## config.mk

```make
export PLATFORM = sky130hd
export DESIGN_NAME = alarm_controller
export DESIGN_NICKNAME = d
export VERILOG_FILES = /design/src/rtl/alarm_pkg.sv /design/src/rtl/time_param_store.sv /design/src/rtl/alarm_controller.sv
export SDC_FILE = /design/constraint.sdc
export NUM_CORES = 1
export LEC_CHECK = 0
export BUFFER_PORTS_ARGS = -buffer_cell sky130_fd_sc_hd__buf_4
export CAP_MARGIN = 40
export CORE_ASPECT_RATIO = 1.1
export CORE_MARGIN = 4
export CORE_UTILIZATION = 50
export DETAILED_ROUTE_END_ITERATION = 8
export PLACE_DENSITY = 0.74
export SYNTH_ARGS = -nofsm -noshare
export SYNTH_HDL_FRONTEND = slang
export SYNTH_SLANG_ARGS = --single-unit
```

## constraint.sdc

```tcl
create_clock -name clock -period 2 [get_ports clock]
set_clock_uncertainty 0.1 [all_clocks]
set_input_delay 0.3 -clock clock [delete_from_list [all_inputs] [get_ports clock]]
set_output_delay 0.3 -clock clock [all_outputs]
set_load 0.005 [all_outputs]
```

## src/rtl/alarm_pkg.sv

```systemverilog
// Shared types and constants for the car alarm controller and its delay store.
package alarm_pkg;

    typedef enum logic [2:0] {
        ST_ARMED,
        ST_COUNTDOWN,
        ST_ALARM,
        ST_ALARM_HOLD,
        ST_DISARMED,
        ST_DOOR_OPEN,
        ST_ARMING
    } state_e;

    typedef enum logic [1:0] {
        ARM_DELAY       = 2'd0,
        DRIVER_DELAY    = 2'd1,
        PASSENGER_DELAY = 2'd2,
        ALARM_ON        = 2'd3
    } slot_e;

    localparam logic [3:0] DEFAULT_ARM       = 4'd6;
    localparam logic [3:0] DEFAULT_DRIVER    = 4'd8;
    localparam logic [3:0] DEFAULT_PASSENGER = 4'd15;
    localparam logic [3:0] DEFAULT_ALARM     = 4'd10;

    // Cycles during which a stale expired level from the previous countdown is ignored.
    localparam int BLANK_CYCLES = 2;

endpackage

```

## src/rtl/time_param_store.sv

```systemverilog
// Four programmable 4-bit delay slots with async reset to defaults and a combinational read port.
module time_param_store
    import alarm_pkg::*;
#(
    parameter logic [3:0] ARM_INIT       = DEFAULT_ARM,
    parameter logic [3:0] DRIVER_INIT    = DEFAULT_DRIVER,
    parameter logic [3:0] PASSENGER_INIT = DEFAULT_PASSENGER,
    parameter logic [3:0] ALARM_INIT     = DEFAULT_ALARM
) (
    input  logic       clock,
    input  logic       reset,
    input  logic       wr_en_i,
    input  logic [1:0] wr_sel_i,
    input  logic [3:0] wr_data_i,
    input  logic [1:0] rd_sel_i,
    output logic [3:0] rd_data_o
);

    logic [3:0] slot_q [4];

    // NOTE: every slot has a defined power-up value, so this small array is reset like any register.
    always_ff @(posedge clock or posedge reset) begin
        if (reset) begin
            slot_q[ARM_DELAY]       <= ARM_INIT;
            slot_q[DRIVER_DELAY]    <= DRIVER_INIT;
            slot_q[PASSENGER_DELAY] <= PASSENGER_INIT;
            slot_q[ALARM_ON]        <= ALARM_INIT;
        end else if (wr_en_i) begin
            slot_q[wr_sel_i] <= wr_data_i;
        end
    end

    assign rd_data_o = slot_q[rd_sel_i];

endmodule

```

## src/rtl/alarm_controller.sv

```systemverilog
// Arming/disarming FSM of the car alarm: drives timer start requests, siren and status LED.
module alarm_controller
    import alarm_pkg::*;
#(
    parameter logic [3:0] T_ARM_DEFAULT       = DEFAULT_ARM,
    parameter logic [3:0] T_DRIVER_DEFAULT    = DEFAULT_DRIVER,
    parameter logic [3:0] T_PASSENGER_DEFAULT = DEFAULT_PASSENGER,
    parameter logic [3:0] T_ALARM_DEFAULT     = DEFAULT_ALARM
) (
    input  logic       clock,
    input  logic       reset,
    input  logic       ignition,
    input  logic       driverDoor,
    input  logic       passengerDoor,
    input  logic       reprogram,
    input  logic [1:0] timeParamSel,
    input  logic [3:0] timeValue,
    input  logic       expired,
    input  logic       clock1Hz,
    output logic       startTimer,
    output logic [3:0] value,
    output logic       siren,
    output logic       statusLed
);

    state_e     state_q, state_d;
    logic       start_q, start_d;
    logic [3:0] value_q, value_d;
    logic       siren_q, siren_d;
    logic       led_q, led_d;
    logic       blank_q, blank_d;
    slot_e      slot_sel;
    logic [3:0] slot_value;
    logic       expired_ok;

    time_param_store #(
        .ARM_INIT       (T_ARM_DEFAULT),
        .DRIVER_INIT    (T_DRIVER_DEFAULT),
        .PASSENGER_INIT (T_PASSENGER_DEFAULT),
        .ALARM_INIT     (T_ALARM_DEFAULT)
    ) u_store (
        .clock     (clock),
        .reset     (reset),
        .wr_en_i   (reprogram),
        .wr_sel_i  (timeParamSel),
        .wr_data_i (timeValue),
        .rd_sel_i  (slot_sel),
        .rd_data_o (slot_value)
    );

    assign expired_ok = expired && !start_q && (blank_q == 1'b0);

    // NOTE: non-blocking assignments so every register samples the pre-edge values.
    always_ff @(posedge clock or posedge reset) begin
        if (reset) begin
            state_q <= ST_ARMED;
            start_q <= 1'b0;
            value_q <= 4'd0;
            siren_q <= 1'b0;
            led_q   <= 1'b0;
            blank_q <= 1'b0;
        end else begin
            state_q <= state_d;
            start_q <= start_d;
            value_q <= value_d;
            siren_q <= siren_d;
            led_q   <= led_d;
            blank_q <= blank_d;
        end
    end

    // NOTE: every output of this block gets a default first, which keeps it free of latches.
    always_comb begin
        state_d  = state_q;
        start_d  = 1'b0;
        slot_sel = ARM_DELAY;
        if (reprogram) begin
            state_d = ST_ARMED;
        end else begin
            case (state_q)
                ST_ARMED: begin
                    if (ignition) begin
                        state_d = ST_DISARMED;
                    end else if (driverDoor) begin
                        start_d  = 1'b1;
                        slot_sel = DRIVER_DELAY;
                        state_d  = ST_COUNTDOWN;
                    end else if (passengerDoor) begin
                        start_d  = 1'b1;
                        slot_sel = PASSENGER_DELAY;
                        state_d  = ST_COUNTDOWN;
                    end
                end
                ST_COUNTDOWN: begin
                    if (ignition)        state_d = ST_DISARMED;
                    else if (expired_ok) state_d = ST_ALARM;
                end
                ST_ALARM: begin
                    if (ignition) begin
                        state_d = ST_DISARMED;
                    end else if (!driverDoor && !passengerDoor) begin
                        start_d  = 1'b1;
                        slot_sel = ALARM_ON;
                        state_d  = ST_ALARM_HOLD;
                    end
                end
                ST_ALARM_HOLD: begin
                    if (ignition)                        state_d = ST_DISARMED;
                    else if (driverDoor || passengerDoor) state_d = ST_ALARM;
                    else if (expired_ok)                 state_d = ST_ARMED;
                end
                ST_DISARMED: begin
                    if (!ignition && driverDoor) state_d = ST_DOOR_OPEN;
                end
                ST_DOOR_OPEN: begin
                    if (ignition) begin
                        state_d = ST_DISARMED;
                    end else if (!driverDoor) begin
                        start_d  = 1'b1;
                        slot_sel = ARM_DELAY;
                        state_d  = ST_ARMING;
                    end
                end
                ST_ARMING: begin
                    if (ignition)        state_d = ST_DISARMED;
                    else if (driverDoor) state_d = ST_DOOR_OPEN;
                    else if (expired_ok) state_d = ST_ARMED;
                end
                default: state_d = ST_ARMED;
            endcase
        end

        value_d = start_d ? slot_value : value_q;

        if (start_q)              blank_d = 1'(BLANK_CYCLES - 1);
        else if (blank_q != 1'b0) blank_d = blank_q - 1'b1;
        else                      blank_d = 1'b0;
    end

    always_comb begin
        siren_d = (state_d == ST_ALARM) || (state_d == ST_ALARM_HOLD);
        case (state_d)
            ST_DISARMED, ST_DOOR_OPEN: led_d = 1'b0;
            ST_ARMED, ST_ARMING:       led_d = clock1Hz;
            default:                   led_d = 1'b1;
        endcase
    end

    assign startTimer = start_q;
    assign value      = value_q;
    assign siren      = siren_q;
    assign statusLed  = led_q;

endmodule

```

==> results.md, run 1 <==
* Status: complete, no violations
* Slew margin rel. at 0.7363
* Critical Path End: value[3]$_DFFE_PP0P_
* Die Ht at 64.90 um
* Crit-path max cell delay at 550 ps
* Hold_ws at 107.4 ps
* Post-layout util at 0.6188
* Initial antenna violation count at 0
* Setup violators final at 0
* I/O Pins at 21
* Period minus WS final at approximately 1900 ps
* Clock sinks at 27
* Filler instances at 243
* H-tree levels at 1
* Crit path arrival time at 2010 ps
* Most common cell in the synthesized netlist: dfrtp_1
* R2r endpoint: value[3]$_DFFE_PP0P_
* Initial drt markers at 67
* Dominant cell type by area after synthesis: dfrtp_1
* Worst skew pair latency at approximately 320 ps
* Worst path bufs/invs at 1
* Maximum capacitance violations at 0
* Slew Limit Fails at 0
* DR WL/cell at 16.83 um
* Root Buffer: clkbuf_4
* RSZ-0062 raised after global routing: no
* Ys flop type: dfrtp_1
* Largest net degree at the start of global routing at 28
* Slowest CP cell: or4b_4
* Routed Antenna Nets at 0
* Post-CTS Setup Inserts at 0
* DP Wirelength at roughly 2500 um
* # diodes at 0
* Setup CP Type: flip-flop to flip-flop
* Router iterations before antenna repair at 4
* Sequential share of the synthesized area at 0.4668
* GRT Total Usage at 0.1855
* WP data required at 2140 ps
* Register area at 686.9 um2
* Path category of the worst min-delay check: primary input to flip-flop
* Startpoint Class: flip-flop
* Leakage at 0.7703 nW
* Worst Setup SP: state_q[2]$_DFF_PP0_
* Synth top area share at 0.3061
* Power Density at 735.3 mW/mm2
* Worst R2R Path Depth at 5
* Die area at ~0.0039 mm2
* Peak VDD IR at 0.5090 mV
* DRC violations left at 0
* Core area at 0.002803 mm2
* Starting Density at 0.5250
* CP delay by family, top: simple AND/OR/NAND/NOR gates
* Routability cong. at 0.8406
* Worst path cell trace: or4b_4 -> a2111oi_4 -> buf_4 -> nor3_1 -> a31oi_1
* Die W at 59.73 um
* Worst Tran Pin Value at 392.6 ps
* Synth cell count leaders: 18 x dfrtp_1, 15 x mux2_1, 10 x inv_1
* DRT Wirelength at 3248 um
* Count of state elements after synthesis at 27
* Post-Syn Instances at 133
* Syn nets at approximately 150
* FP Rows at 20
* Achievable frequency at 533.9 MHz
* Post-synth EDFFs at 0
* Distinct cell type count of the synthesized netlist at 40
* Layout cells sized above 1 at 0.3000
* Top cells by area, synth: dfrtp_1 31%, dfstp_2 16%, mux2_1 11%
* CTS buffer count at 3
* Via/cell ratio at slightly above 6
* Multi-input gate area at 699.4 um2
* Worst Setup End Kind: flip-flop
* Number of global-route vias before repair at 1178
* R2R Setup Slk at ~130 ps
* Nets at about 180
* CTS tree: done
* Synth warnings at 0
* GRT overflow at 0
* Final period util at 0.9365
* Worst-path maximum fanout at 3
* Final Hold Fails at 0
* Levels on crit path at 5
* Fraction of registers with async set/reset at 1.000
* IO Port Bufs at 20
* Worst-path clk slew at 140 ps
* Vias after detailed routing at 1175
* First-pass GRT wire length at 5492 um
* Setup TNS at 0 ps
* Reg2reg start: state_q[2]$_DFF_PP0_
* Syn avg cell area at 11.06 um2
* Layout Area Growth over Synthesis at 17.86%
* Area of the mapped netlist at 0.001471 mm2
* CTS Buffer Depth at 2
==> layer usage <==
metal,up-vias,routed length [um],GRT usage
met2,24,1684,0.2959
met5,-,0,0
met1,593,1414,0.2541
li1,554,-,-
met4,0,33,0.06094
met3,4,116,0.02789
==> repair_timing <==
item	CTS	global route
hold buffers	1	0
endpoints found under the hold margin	18	0
gates resized for setup	0	1
endpoints found under the setup margin	0	2
==> flip-flops by register name, indices dropped and copies added, names as in the netlist <==
| signal | cells |
|---|---|
| u_store.slot_q | 16 |
| statusLed | 1 |
| startTimer | 1 |
| blank_q | 1 |
| value | 4 |
| siren | 1 |
| state_q | 3 |
==> through the flow <==
stage                     instances  setup WS [ps]  instance area [um2]  total power [W]
after global placement          188          130.7                 1695         0.001027
after CTS                       193          78.54                 1732         0.001284
after detailed placement        188          74.08                 1695         0.001052
after global routing            193          40.16                 1734         0.001353
final                           193          126.9                 1734         0.001275
after floorplan                 133          41.01                 1471        0.0009108
==> final cells by class <==
cell class	instances	share of cell area
inverter	10	0.02165
multi-input combinational	87	0.4033
clock buffer	4	0.01515
timing repair buffer	32	0.1400
tap	33	0.02381
sequential	27	0.3961
==> report_power, final <==
part | leakage (nW) | internal [W] | switching [W] | total (W)
Sequential | 0.316 | 0.000666 | 0.0000591 | 0.000725
Combinational | 0.439 | 0.000168 | 0.000148 | 0.000316
Clock | 0.0150 | 0.0000781 | 0.000156 | 0.000234
==> cells by family after synthesis <==
kind of cell    share of synthesized area
fa+ha+maj                         0.01361
flops                              0.4668
simple gates                       0.1403
compound gates                     0.1990
mux                                0.1148
buf+inv                           0.05952
xor+xnor                         0.005953
==> how the worst min path moves through the flow <==
| stage | start | endpoint | depth (start not counted) |
|---|---|---|---|
| 2_1_floorplan | reset | blank_q$_DFF_PP0_ | 1 |
| 3_3_place_gp | reset | blank_q$_DFF_PP0_ | 3 |
| 3_5_place_dp | reset | blank_q$_DFF_PP0_ | 3 |
| 4_1_cts | timeValue[1] | u_store.slot_q[13]$_DFFE_PP1P_ | 3 |
| 5_1_grt | timeValue[0] | u_store.slot_q[12]$_DFFE_PP0P_ | 2 |
| 6_report | timeValue[1] | u_store.slot_q[13]$_DFFE_PP1P_ | 3 |
==> cell usage in the layout, fill, tap and decap left out, drive strengths merged, types with 3 or more instances in the layout <==
| master | n |
|---|---|
| buf | 31 |
| dfrtp | 18 |
| mux2 | 15 |
| inv | 10 |
| o31ai | 9 |
| dfstp | 9 |
| o21ai | 6 |
| nor3 | 5 |
| a32oi | 4 |
| nor3b | 4 |
| clkbuf | 4 |
| nand3b | 3 |
| nand2 | 3 |
| nand3 | 3 |
| nor2 | 3 |
| o211a | 3 |
| a31oi | 3 |
==> tightest hold or removal path, cell delays in order <==
cell,delay (ps)
buf_4,120
nand2_1,50
o21ai_0,70
(Power assumes the default switching activity.)
==> inputs of run 2 (changes only) <==
--- a/config.mk
+++ b/config.mk
@@ -7,7 +7,7 @@
 export LEC_CHECK = 0
 export BUFFER_PORTS_ARGS = -buffer_cell sky130_fd_sc_hd__buf_4
 export CAP_MARGIN = 40
-export CORE_ASPECT_RATIO = 1.1
+export CORE_ASPECT_RATIO = 0.8
 export CORE_MARGIN = 4
 export CORE_UTILIZATION = 50
 export DETAILED_ROUTE_END_ITERATION = 8
==> run 2 against run 1 <==
Net effect: routed wire length grew 2.4%; fmax shrank 2.2%; sequential power hardly changed; sequential share of layout area shrank 0.38 points; utilization rose by 1.1 points; power grew 6.8%; critical path depth is the same; hold slack gained 52 ps; sequential cell count is the same; global-route usage increased by 0.80 points; largest power group unchanged.
==> results.md, run 2 (synthesis gave the netlist of run 1 again) <==
* CTS buffer count at 3 (unchanged)
* Most frequent cells in the layout: 30 x buf_4, 17 x dfrtp_1, 15 x mux2_1
* DR WL/cell at 16.89 um (+0.35%)
* Final period util at 0.9576 (+0.02106)
* Slew Limit Fails at 0 (unchanged)
* Starting Density at 0.5281 (+0.003065)
* Worst Setup End Kind: flip-flop
* Slew margin rel. at 0.7368 (about the same)
* Layout cells sized above 1 at 0.3019 (+0.001887)
* CP delay by family, top: simple AND/OR/NAND/NOR gates
* WP data required at 2090 ps (-50 ps)
* Achievable frequency at 522.1 MHz (-2.2%)
* Largest net degree at the start of global routing at 28 (unchanged)
* Path category of the worst min-delay check: primary input to flip-flop
* Post-layout util at 0.6295 (+0.01080)
* Initial drt markers at 108 (+61%)
* CTS Buffer Depth at 2 (unchanged)
* Top reg by flops: u_store.slot_q
* Leakage at 0.7699 nW (about the same)
* Setup CP Type: flip-flop to flip-flop
* DP Wirelength at 2533 um (+3.3%)
* Nets at 174 (-0.57%)
* Crit path arrival time at 2010 ps (about the same)
* RSZ-0062 raised after global routing: no
* Setup violators final at 0 (unchanged)
* Most common cell after layout, fill and taps aside: buf_4
* Root Buffer: clkbuf_8
* Via/cell ratio at 5.863 (-3.7%)
* GRT Total Usage at 0.1935 (+0.008035)
* DRT Wirelength at 3327 um (+2.4%)
* Routed wl met2 at 1585 um (-5.9%)
* Final Hold Fails at 0 (unchanged)
* Post-Layout Cell Count at 197 (+2.1%)
* Die Ht at 56.52 um (-13%)
* Wl on met1 at 1526 um (+7.9%)
* Initial antenna violation count at 0 (unchanged)
* Worst-path maximum fanout at 3 (unchanged)
* Worst skew pair latency at 270 ps (-50 ps)
* Setup TNS at 0 ps (unchanged)
* Met3 WL at 192 um (+66%)
* Startpoint Class: flip-flop
* Number of global-route vias before repair at 1135 (-3.7%)
* Period minus WS final at 1915 ps (+42.12 ps)
* Routed Antenna Nets at 0 (unchanged)
* Peak VDD IR at 0.4311 mV (-15%)
* FP Rows at 17 (-15%)
* Total power at 0.001361 W (+6.8%)
* # diodes at 0 (unchanged)
* Maximum capacitance violations at 0 (unchanged)
* Worst path cell trace: or4b_4 -> a2111oi_4 -> buf_4 -> nor3_1 -> a31oi_1
* Top Metal Used: met4
* Crit-path max cell delay at 550 ps (about the same)
* I/O Pins at 21 (unchanged)
* Cells after DPL at 192 (+2.1%)
* IO Port Bufs at 20 (unchanged)
* Layout Area Growth over Synthesis at 19.22%
* First-pass GRT wire length at 5595 um (+1.9%)
* Routability cong. at 0.8064 (-4.1%)
* CTS tree: done
* GRT overflow at 0 (unchanged)
* Max reg flops at 16 (unchanged)
* Router iterations before antenna repair at 4 (unchanged)
* Die W at 68.65 um (+15%)
* Core area at 0.002786 mm2 (-0.58%)
* Power Density at 776.1 mW/mm2 (+5.6%)
* Vias after detailed routing at 1155 (-1.7%)
* Die area at 0.003880 mm2 (+0.11%)
* Worst Tran Pin Value at 394.0 ps (+1.390 ps)
* Clock sinks at 27 (unchanged)
* H-tree levels at 1 (unchanged)
* Hold_ws at 159.6 ps (+52.23 ps)
* Worst-path clk slew at 100 ps (-40 ps)
* Status: complete, no violations
* Slowest CP cell: or4b_4
* Worst path bufs/invs at 1 (unchanged)
* DRC violations left at 0 (unchanged)
## run 2: per-stage QoR
stage | setup slack, ps | area [um2]
after detailed placement | 76.52 | 1694
after global routing | 1.975 | 1754
after floorplan | 41.01 | 1471
final | 84.80 | 1754
after CTS | 71.42 | 1753
after global placement | 141.3 | 1694
## run 2: layer usage
metal / global-route usage / up-vias
met2: 0.3116 / 32
li1: - / 548
met1: 0.2656 / 571
met5: 0 / -
met4: 0.03399 / 0
met3: 0.04400 / 4
## run 2: cell type report
class                   count  area (um2)
repair buffers             31       235.2
inverters                  10       37.54
clock buffers               3       41.29
clock inverters             1       7.507
multi-input cells          87       696.9
flip-flops and latches     27       688.2
well taps                  38       47.55
fillers                   237        1032
## run 2: path summary, 6_finish.rpt
path,to,startpoint,cells past startpoint,slack [ps]
max,value[2]$_DFFE_PP0P_,state_q[2]$_DFF_PP0_,5,80
max in group asynchronous,u_store.slot_q[1]$_DFFE_PP1P_,reset,4,960
min reg2reg,blank_q$_DFF_PP0_,startTimer$_DFF_PP0_,0,310
min in group asynchronous,u_store.slot_q[9]$_DFFE_PP0P_,reset,4,530
max reg2reg,value[2]$_DFFE_PP0P_,state_q[2]$_DFF_PP0_,5,80
min,u_store.slot_q[10]$_DFFE_PP0P_,timeValue[2],2,160
## run 2: timing repair
item                       4_1_cts  5_1_grt
buffers inserted                 0        0
hold buffers                     1        0
hold endpoints to repair        18        0
setup endpoints to repair        0        1
resized for setup                0        1
## run 2: worst reg2reg max path, stage by stage (launching register included)
cell       delay [ps]
dfrtp_1           390
or4b_4            550
a2111oi_4         400
buf_4             180
nor3_1             40
a31oi_1           170
## run 2: report_power, final
part | switching [W] | internal, W | leakage, nW | total [W]
Clock | 0.000176 | 0.000141 | 0.0217 | 0.000317
Sequential | 0.0000572 | 0.000666 | 0.314 | 0.000723
Combinational | 0.000154 | 0.000167 | 0.434 | 0.000321
Total | 0.000387 | 0.000974 | 0.770 | 0.00136
==> inputs of run 3 (changes only) <==
--- a/config.mk
+++ b/config.mk
@@ -11,6 +11,7 @@
 export CORE_MARGIN = 4
 export CORE_UTILIZATION = 50
 export DETAILED_ROUTE_END_ITERATION = 8
+export MAX_ROUTING_LAYER = met4
 export PLACE_DENSITY = 0.74
 export SYNTH_ARGS = -nofsm -noshare
 export SYNTH_HDL_FRONTEND = slang
==> run 3 against run 2 <==
Net effect: hold slack worse by 0.92 ps; count of clock-buffer cells in the layout unchanged; cell count did not move; sequential power barely moved; first-iteration DRC count is 5.6% lower; global-route usage increased by 0.61 points; design area unchanged; sequential share of layout area unchanged; non-clock buffer count is the same; power is essentially flat; critical path type unchanged; highest routed layer unchanged.
==> results.md, run 3 (synthesis gave the netlist of run 1 again) <==
* Peak VDD IR at 0.4311 mV (about the same)
* Period minus WS final at 1915 ps (-0.6948 ps)
* Slowest CP cell: or4b_4
* Vias after detailed routing at 1164 (+0.78%)
* Clock power share at 0.233 (about the same)
* Initial drt markers at 102 (-5.6%)
* Register area at 688.2 um2 (unchanged)
* Placement Setup Slack at 76.52 ps (unchanged)
* GRT overflow at 0 (unchanged)
* P_sw at 0.0003870 W (about the same)
* Number of global-route vias before repair at 1130 (-0.44%)
* DRT Wirelength at 3320 um (-0.21%)
* Hold depth at 2 (unchanged)
* Final period util at 0.9573 (about the same)
* Setup TNS at 0 ps (unchanged)
* Initial antenna violation count at 0 (unchanged)
* Core area at 0.002786 mm2 (unchanged)
* Worst-path maximum fanout at 3 (unchanged)
* Worst path bufs/invs at 1 (unchanged)
* Worst R2R Path Depth at 5 (unchanged)
* Die W at 68.65 um (unchanged)
* Setup violators final at 0 (unchanged)
* Root Buffer: clkbuf_8
* Top reg by flops: u_store.slot_q
* Combinational share of power at 0.236 (about the same)
* Post-route setup slack at 85.50 ps (+0.6948 ps)
* # diodes at 0 (unchanged)
* Worst skew pair latency at 270 ps (about the same)
* Most common cell after layout, fill and taps aside: buf_4
* Crit-path max cell delay at 550 ps (about the same)
* Layout cells sized above 1 at 0.3019 (unchanged)
* Leakage at 0.7699 nW (unchanged)
* Die area at 0.003880 mm2 (unchanged)
* Worst Hold End: u_store.slot_q[10]$_DFFE_PP0P_
* Starting Density at 0.5281 (unchanged)
* Die Ht at 56.52 um (unchanged)
* Path category of the worst min-delay check: primary input to flip-flop
* Achievable frequency at 522.3 MHz (about the same)
* DP Wirelength at 2533 um (unchanged)
* Slew margin rel. at 0.7426 (+0.005828)
* Final Hold Fails at 0 (unchanged)
* Maximum capacitance violations at 0 (unchanged)
* Nets at 174 (unchanged)
* CTS Buffer Depth at 2 (unchanged)
* CP delay by family, top: simple AND/OR/NAND/NOR gates
* Setup CP Type: flip-flop to flip-flop
* Multi-input gate area at 696.9 um2 (unchanged)
* Slew Limit Fails at 0 (unchanged)
* Router iterations before antenna repair at 5 (+1)
* Routed Antenna Nets at 0 (unchanged)
* Worst-path clk slew at 100 ps (about the same)
* WP data required at 2090 ps (about the same)
* GRT Total Usage at 0.1996 (+0.006057)
* I/O Pins at 21 (unchanged)
* CTS buffer count at 3 (unchanged)
* Status: complete, no violations
* First-pass GRT wire length at 5609 um (+0.25%)
* DRC violations left at 0 (unchanged)
* Filler instances at 237 (unchanged)
* Post-CTS Setup Inserts at 0 (unchanged)
* Worst Tran Pin Value at 385.3 ps (-8.724 ps)
* Clock sinks at 27 (unchanged)
* Startpoint Class: flip-flop
* Reg2reg start: state_q[2]$_DFF_PP0_
* Crit path arrival time at 2010 ps (about the same)
* RSZ-0062 raised after global routing: no
* Fraction of power spent switching nets at 0.2843 (about the same)
* Via/cell ratio at 5.909 (+0.78%)
* DR WL/cell at 16.85 um (-0.21%)
* Int Pwr at 0.0009742 W (about the same)
* IO Port Bufs at 20 (unchanged)
* R2R Setup Slk at 90 ps (about the same)
* Worst Setup End Kind: flip-flop
* Largest net degree at the start of global routing at 28 (unchanged)
* Sequential Power Share at 0.531 (about the same)
* Worst path cell trace: or4b_4 -> a2111oi_4 -> buf_4 -> nor3_1 -> a31oi_1
* R2r endpoint: value[0]$_DFFE_PP0P_
* CTS tree: done
* Max reg flops at 16 (unchanged)
* Power Density at 776.0 mW/mm2 (about the same)
* H-tree levels at 1 (unchanged)
* FP Rows at 17 (unchanged)
* Most frequent cells in the layout: 30 x buf_4, 17 x dfrtp_1, 15 x mux2_1
* Routability cong. at 0.8181 (+1.5%)
* Hold Startpoint: timeValue[2]
* Layout Area Growth over Synthesis at 19.22% (unchanged)
-- run 3: worst max path at each step --
stage,startpoint,to,slack [ps],cells past startpoint
3_5_place_dp,passengerDoor,value[0]$_DFFE_PP0P_,80,6
3_3_place_gp,passengerDoor,value[0]$_DFFE_PP0P_,140,5
4_1_cts,state_q[2]$_DFF_PP0_,value[2]$_DFFE_PP0P_,70,5
2_1_floorplan,state_q[0]$_DFF_PP0_,value[0]$_DFFE_PP0P_,40,6
5_1_grt,state_q[2]$_DFF_PP0_,value[2]$_DFFE_PP0P_,0.7,5
6_report,state_q[2]$_DFF_PP0_,value[0]$_DFFE_PP0P_,90,5
-- run 3: through the flow --
| stage | utilization | instance area, um2 | instances | hold WS (ps) | total power [W] |
|---|---|---|---|---|---|
| after floorplan | - | 1471 | 133 | 246.0 | 0.0009108 |
| final | 0.6295 | 1754 | 197 | 158.7 | 0.001361 |
| after global routing | 0.6295 | 1754 | 197 | 168.1 | 0.001440 |
| after CTS | 0.6291 | 1753 | 197 | 154.9 | 0.001369 |
| after detailed placement | 0.6080 | 1694 | 192 | 283.5 | 0.001052 |
| after global placement | 0.6080 | 1694 | 192 | 277.4 | 0.001027 |
-- run 3: routing by layer --
layer,share of wire,GRT usage,up-vias
li1,-,-,549
met1,0.46,0.2694,587
met2,0.48,0.3102,26
met3,0.052,0.04400,2
met4,0.0060,0.03399,0
met5,0,-,-
-- run 3: power by group through the flow --
stage	clock (W)	combinational (W)	sequential, W
final	0.000317	0.000322	0.000722
after global routing	0.000349	0.000358	0.000733
after CTS	0.000324	0.000323	0.000722
after detailed placement	0	0.000319	0.000733
after global placement	0	0.000301	0.000726
after floorplan	0	0.000193	0.000718
-- run 3: what timing repair did --
action / in CTS / in global routing
resized for setup: 0 / 1
hold buffers: 1 / 0
endpoints found under the setup margin: 0 / 1
endpoints found under the hold margin: 18 / 0
-- run 3: cell type report --
class                   instances  share of cell area
clock buffers                   3             0.02354
clock inverters                 1            0.004280
inverters                      10             0.02140
multi-input cells              87              0.3973
flip-flops and latches         27              0.3923
well taps                      38             0.02710
repair buffers                 31              0.1341
